## config.mk

```make
export PLATFORM = sky130hd
export DESIGN_NAME = fnv_byte_feeder
export DESIGN_NICKNAME = d
export VERILOG_FILES = /design/src/rtl/fnv_pkg.sv /design/src/rtl/fnv_1a_step.sv /design/src/rtl/fnv_byte_feeder.sv
export SDC_FILE = /design/constraint.sdc
export NUM_CORES = 1
export LEC_CHECK = 0
export ABC_AREA = 1
export CORE_MARGIN = 3
export CORE_UTILIZATION = 45
export DETAILED_ROUTE_END_ITERATION = 16
export HOLD_SLACK_MARGIN = 0.1
export PLACE_DENSITY = 0.62
export SLEW_MARGIN = 5
export SYNTH_ARGS = -nofsm -noshare
export SYNTH_HDL_FRONTEND = slang
export SYNTH_SLANG_ARGS = --single-unit
```

## constraint.sdc

```tcl
create_clock -name clk -period 6.9 [get_ports clk]
set_input_delay 0.69 -clock clk [delete_from_list [all_inputs] [get_ports clk]]
set_output_delay 0.69 -clock clk [all_outputs]
set_load 0.01 [all_outputs]
```

## src/rtl/fnv_pkg.sv

```systemverilog
// ============================================================================
// fnv_pkg -- shared state encoding, FNV-1a constants and digest byte select
// Revision 1.0
// ============================================================================
`default_nettype none

package fnv_pkg;

  typedef enum logic [1:0] {
    ST_IDLE   = 2'd0,
    ST_ABSORB = 2'd1,
    ST_EMIT   = 2'd2
  } fnv_state_e;

  localparam logic [31:0] FNV_OFFSET_BASIS = 32'd2166136261;
  localparam logic [31:0] FNV_PRIME_32     = 32'd16777619;
  localparam int unsigned FNV_FIFO_DEPTH   = 4;

  // Index 0 selects the most significant octet of the digest.
  function automatic logic [7:0] digest_byte(input logic [31:0] h, input logic [1:0] idx);
    case (idx)
      2'd0:    return h[31:24];
      2'd1:    return h[23:16];
      2'd2:    return h[15:8];
      default: return h[7:0];
    endcase
  endfunction

endpackage

`default_nettype wire

```

## src/rtl/fnv_1a_step.sv

```systemverilog
// ============================================================================
// fnv_1a_step -- one combinational FNV-1a round: (hash ^ octet) * PRIME mod 2^32
// Revision 1.0
// ============================================================================
`default_nettype none

module fnv_1a_step
  import fnv_pkg::*;
#(
  parameter logic [31:0] PRIME = FNV_PRIME_32
) (
  input  logic [31:0] hash_i,
  input  logic [7:0]  octet_i,
  output logic [31:0] hash_o
);

  logic [31:0] w_mix;

  assign w_mix  = hash_i ^ {24'h0, octet_i};
  assign hash_o = w_mix * PRIME;

endmodule

`default_nettype wire

```

## src/rtl/fnv_byte_feeder.sv

```systemverilog
// ============================================================================
// fnv_byte_feeder -- buffers message octets, hashes them with FNV-1a and
// streams the 32-bit digest out MSB first. Revision 1.0
// ============================================================================
`default_nettype none

module fnv_byte_feeder
  import fnv_pkg::*;
#(
  parameter int unsigned FIFO_DEPTH   = FNV_FIFO_DEPTH,
  parameter logic [31:0] OFFSET_BASIS = FNV_OFFSET_BASIS,
  parameter logic [31:0] FNV_PRIME    = FNV_PRIME_32
) (
  input  logic       clk,
  input  logic       rst_n,
  input  logic       clear,
  input  logic [7:0] in_data,
  input  logic       in_last,
  input  logic       in_valid,
  output logic       in_ready,
  output logic [7:0] out_byte,
  output logic       out_valid,
  input  logic       out_ready,
  output logic       busy
);

  localparam int unsigned PTR_W = $clog2(FIFO_DEPTH);
  localparam int unsigned CNT_W = PTR_W + 1;

  fnv_state_e       state_q, state_d;
  logic [31:0]      hash_q, hash_d;
  logic [1:0]       idx_q, idx_d;
  logic             last_seen_q, last_seen_d;
  logic [PTR_W-1:0] wr_ptr_q, wr_ptr_d;
  logic [PTR_W-1:0] rd_ptr_q, rd_ptr_d;
  logic [CNT_W-1:0] count_q, count_d;
  logic [8:0]       fifo_q [FIFO_DEPTH];

  logic             w_full;
  logic             w_empty;
  logic             w_push;
  logic             w_pop;
  logic [8:0]       w_head;
  logic [31:0]      w_step_hash;

  assign w_full  = (count_q == CNT_W'(FIFO_DEPTH));
  assign w_empty = (count_q == '0);
  assign w_head  = fifo_q[rd_ptr_q];

  // in_ready depends only on registered state, never on in_valid.
  assign in_ready = !w_full && !last_seen_q && (state_q != ST_EMIT);
  assign w_push   = in_valid && in_ready && !clear;
  assign busy     = (state_q != ST_IDLE) || !w_empty;

  fnv_1a_step #(
    .PRIME (FNV_PRIME)
  ) u_step (
    .hash_i  (hash_q),
    .octet_i (w_head[7:0]),
    .hash_o  (w_step_hash)
  );

  always_comb begin
    state_d     = state_q;
    hash_d      = hash_q;
    idx_d       = idx_q;
    last_seen_d = last_seen_q;
    wr_ptr_d    = wr_ptr_q;
    rd_ptr_d    = rd_ptr_q;
    count_d     = count_q;
    w_pop       = 1'b0;
    out_valid   = 1'b0;
    out_byte    = 8'h00;

    case (state_q)
      ST_IDLE: begin
        if (!w_empty) state_d = ST_ABSORB;
      end
      ST_ABSORB: begin
        if (!w_empty) begin
          w_pop  = 1'b1;
          hash_d = w_step_hash;
          if (w_head[8]) begin
            state_d = ST_EMIT;
            idx_d   = 2'd0;
          end
        end
      end
      ST_EMIT: begin
        out_valid = 1'b1;
        out_byte  = digest_byte(hash_q, idx_q);
        if (out_ready) begin
          if (idx_q == 2'd3) begin
            state_d     = ST_IDLE;
            hash_d      = OFFSET_BASIS;
            idx_d       = 2'd0;
            last_seen_d = 1'b0;
          end else begin
            idx_d = idx_q + 2'd1;
          end
        end
      end
      default: state_d = ST_IDLE;
    endcase

    if (w_push && in_last) last_seen_d = 1'b1;

    if (w_push) wr_ptr_d = wr_ptr_q + PTR_W'(1);
    if (w_pop)  rd_ptr_d = rd_ptr_q + PTR_W'(1);
    case ({w_push, w_pop})
      2'b10:   count_d = count_q + CNT_W'(1);
      2'b01:   count_d = count_q - CNT_W'(1);
      default: count_d = count_q;
    endcase

    // Flush wins over everything else happening this cycle.
    if (clear) begin
      state_d     = ST_IDLE;
      hash_d      = OFFSET_BASIS;
      idx_d       = 2'd0;
      last_seen_d = 1'b0;
      wr_ptr_d    = '0;
      rd_ptr_d    = '0;
      count_d     = '0;
    end
  end

  always_ff @(posedge clk or negedge rst_n) begin
    if (!rst_n) begin
      state_q     <= ST_IDLE;
      hash_q      <= OFFSET_BASIS;
      idx_q       <= 2'd0;
      last_seen_q <= 1'b0;
      wr_ptr_q    <= '0;
      rd_ptr_q    <= '0;
      count_q     <= '0;
    end else begin
      state_q     <= state_d;
      hash_q      <= hash_d;
      idx_q       <= idx_d;
      last_seen_q <= last_seen_d;
      wr_ptr_q    <= wr_ptr_d;
      rd_ptr_q    <= rd_ptr_d;
      count_q     <= count_d;
    end
  end

  always_ff @(posedge clk) begin
    if (w_push) fifo_q[wr_ptr_q] <= {in_last, in_data};
  end

endmodule

`default_nettype wire

```

==> flow_summary.toml <==
[run_status]
status = "finished clean"

[final_layout]
design_area_um2 = 10600
drive_gt1_share_pct = 5.18
multi_input_area_um2 = 6340
regArea_um2 = 2200
fillers = 2005
fin_util_pct = 51.0
final_nets = 1436
antenna_cells = 0
areaGrowthSynthToFinish_pct = 9.30

[critical_path]
reg2reg_slack_ns = 0.61
critPathBufInv = 3
slowest_stage = "xor2_1"
crit_path_start_kind = "flop"
r2r_cells = 22
cp.depth = 22
crit_fanout = 11
critPathLaunch = "rd_ptr_q[0]"
path_cells = "buf_4, o21ai_0, o22ai_1, xor2_1, ha_1, ha_1, fa_1, ha_1, fa_1, ha_1, inv_1, fa_1, inv_1, ha_1, a21oi_2, nor2_1, nor2_1, nand3_2, a21oi_1, o21ai_2, o21ai_0, nand2_1"
slowest_delay_ns = 0.58
end_kind = "flop"
crit_family = "adder cells"
cp_common_cell = "ha_1"
reg2reg_to = "hash_q[21]"
r2r_start = "rd_ptr_q[0]"
cp-endpoint = "hash_q[21]"
crit_required_ns = 7.14
path_class = "flop to flop"
arrival_ns = 6.53

[global_routing]
antenna_found_initial = 0
top_usage_layer = "met2"
grt_use_met3_pct = 2.78
grt_max_degree = 45
met1_usage_pct = 30.3
met2_usage_pct = 36.9
grt_pass1_wl_um = 40200
grt_use_total_pct = 21.8
grt_pass1_vias = 7450
grt-ovfl-total = 0

[yosys]
syn_inst = 1124
synth.top_cell.area_share_pct = 25.0
synth_simple_gate_area_share_pct = 12.5
synth_top_family_by_area = "adder cells"
synth_xor_area_share_pct = 2.19
yosys-top-cells-area = "ha_1 25%, fa_1 16%, edfxtp_1 11%"
synth_nets = 1406
ys_ff_latch = 80
synth_top_area_cell = "ha_1"
synth_cell_type_count = 50
synth_compound_area_share_pct = 10.5
syn_area_um2 = 9660
avgSynthCellArea_um2 = 8.59
yosys_most_used_dff = "edfxtp_1"
synth_edf_count = 36
synthAdderAreaFrac_pct = 40.5
yosysSeqAreaShare_pct = 22.8
yosysWarnings = 0
synthMuxAreaShare_pct = 0
async_flop_share_pct = 55.0

[clocking]
post_cts_resized = 0
clock-sinks = 80
cts_hold_buf = 0
cts_htree_levels = 3
cts_tree = "done"
clock_path_buffers = 2
clkLatencyLatePin_ns = 0.35
cts_buffers = 9
clk_pin_slew_ns = 0.07
post-cts-setup-buffers = 0
cts_root_buf = "clkbuf_16"

[floorplanning]
placeableCoreArea_um2 = 20700
start_util_pct = 46.7
die_w_um = 153
fp.dieH_um = 153
pin_count = 25
rows = 52
dieArea_um2 = 23300

[timing]
min_period_ns = 6.29
hold_viol_final = 0
finalCritPeriodShare_pct = 91.2
drv_slew = 0
finalSetupTns_ns = 0
slew_headroom_pct = 39.6
setup_violations = 0
rsz0062_at_grt = "false"
skew_ns = 0.00815
fmax_mhz = 159
worst_pin_slew_ns = 0.902
whs_ns = 0.429

[placement]
dp_hpwl_um = 19800
gp_congestion = 0.948
port_buffers = 24
dpl-instance-area_um2 = 10200

[route]
via_per_inst = 5.15
drt_first_pass_iters = 7
drtAntennaViolNets = 0
drc = 0
vias = 7358
avgRoutedWirePerCell_um = 17.2
wirelength_um = 24500
drt_iter0_drc = 496

[worst_hold_path]
hold_path_class = "primary input to async pin"

[flow_run]
maxCapViolCount = 0
cells in the final DEF (no fill, tap or decap), types with 6 or more instances in the layout:
cell | Yosys | layout
nand2_1 | 154 | 154
buf_4 | 2 | 8
nand3_1 | 31 | 31
fa_1 | 75 | 75
nand4_1 | 7 | 7
a21oi_1 | 57 | 57
nor2_1 | 73 | 73
o22ai_1 | 20 | 20
nor3_1 | 6 | 6
a31oi_1 | 9 | 9
dfstp_2 | 14 | 14
o21ai_0 | 62 | 62
edfxtp_1 | 36 | 36
xor2_1 | 18 | 18
clkdlybuf4s50_1 | 0 | 23
clkbuf_16 | 0 | 9
inv_1 | 272 | 272
dfrtp_1 | 30 | 30
ha_1 | 193 | 193
cell usage after synthesis (2+ instances only):
master / number
dfrtp_1: 30
buf_1: 2
buf_2: 4
nand2_2: 3
nor2_2: 2
o22ai_1: 20
a21oi_1: 57
ha_1: 193
o21bai_1: 4
nand3_2: 4
fa_1: 75
o21ai_0: 62
a21oi_2: 2
nand3b_1: 2
a211oi_1: 2
o31ai_1: 2
nor2_1: 73
inv_1: 272
o21a_1: 2
nand2_1: 154
nand3_1: 31
dfstp_2: 14
a31oi_1: 9
edfxtp_1: 36
inv_2: 3
buf_4: 2
xor2_1: 18
o21ai_1: 2
a21o_1: 3
nor4_1: 3
nand4_1: 7
xnor2_1: 3
clkbuf_1: 4
nor3_1: 6
o21ai_2: 2
a221oi_1: 2
layer usage:
| metal | share of wire (%) | wire, um |
|---|---|---|
| met3 | 3.3 | 801 |
| met2 | 48 | 11800 |
| met4 | 1.3 | 320 |
| met1 | 47 | 11600 |
| met5 | 0 | 0 |
sequential cells by signal (all words and copies together) (netlist names):
signal and flops:
idx_q 2, fifo_q 36, count_q 3, hash_q 32
rd_ptr_q 2, wr_ptr_q 2, state_q 2, last_seen_q 1
final cells by class:
cell class	instances	share of cell area [%]
clock buffer	9	2.13
clock inverter	7	1.03
inverter	277	9.90
multi-input combinational	754	60.1
sequential	80	20.8
tap	270	3.20
timing repair buffer	32	2.80
worst register-to-register path: stages, from the launching register on:
cell,delay [ns]
dfrtp_1,0.55
buf_4,0.25
o21ai_0,0.11
o22ai_1,0.24
xor2_1,0.58
ha_1,0.35
ha_1,0.34
fa_1,0.45
ha_1,0.24
fa_1,0.48
ha_1,0.28
inv_1,0.05
fa_1,0.54
inv_1,0.04
ha_1,0.36
a21oi_2,0.22
nor2_1,0.06
nor2_1,0.18
nand3_2,0.17
a21oi_1,0.31
o21ai_2,0.11
o21ai_0,0.20
nand2_1,0.07
how the worst min path moves through the flow:
stage,start,end,slack [ns]
finish,rst_n,hash_q[27],0.43
global route,rst_n,hash_q[27],0.50
CTS,rst_n,hash_q[27],0.46
floorplan,rst_n,count_q[0],0.39
detailed placement,count_q[0],count_q[0],0.53
global placement,last_seen_q,last_seen_q,0.52
kinds of logic (layout without fill, tap and decap cells):
group / count (synthesis) / in the layout
flip-flops: 80 / 80
buffers and inverters: 290 / 325
XOR/XNOR: 22 / 22
adder cells (fa/ha/maj): 268 / 268
AND/OR/NAND/NOR: 287 / 287
AO/OA/AOI/OAI: 177 / 177
per-stage QoR:
| step | setup slack, ns | cells |
|---|---|---|
| CTS | 0.664 | 1429 |
| finish | 0.607 | 1429 |
| global route | 0.245 | 1429 |
| detailed placement | 0.698 | 1413 |
| floorplan | 1.57 | 1124 |
| global placement | 0.755 | 1413 |
Power is left out: the tool's default activity adds up to more than one toggle a clock period on the data nets, which glitch-free logic cannot reach.
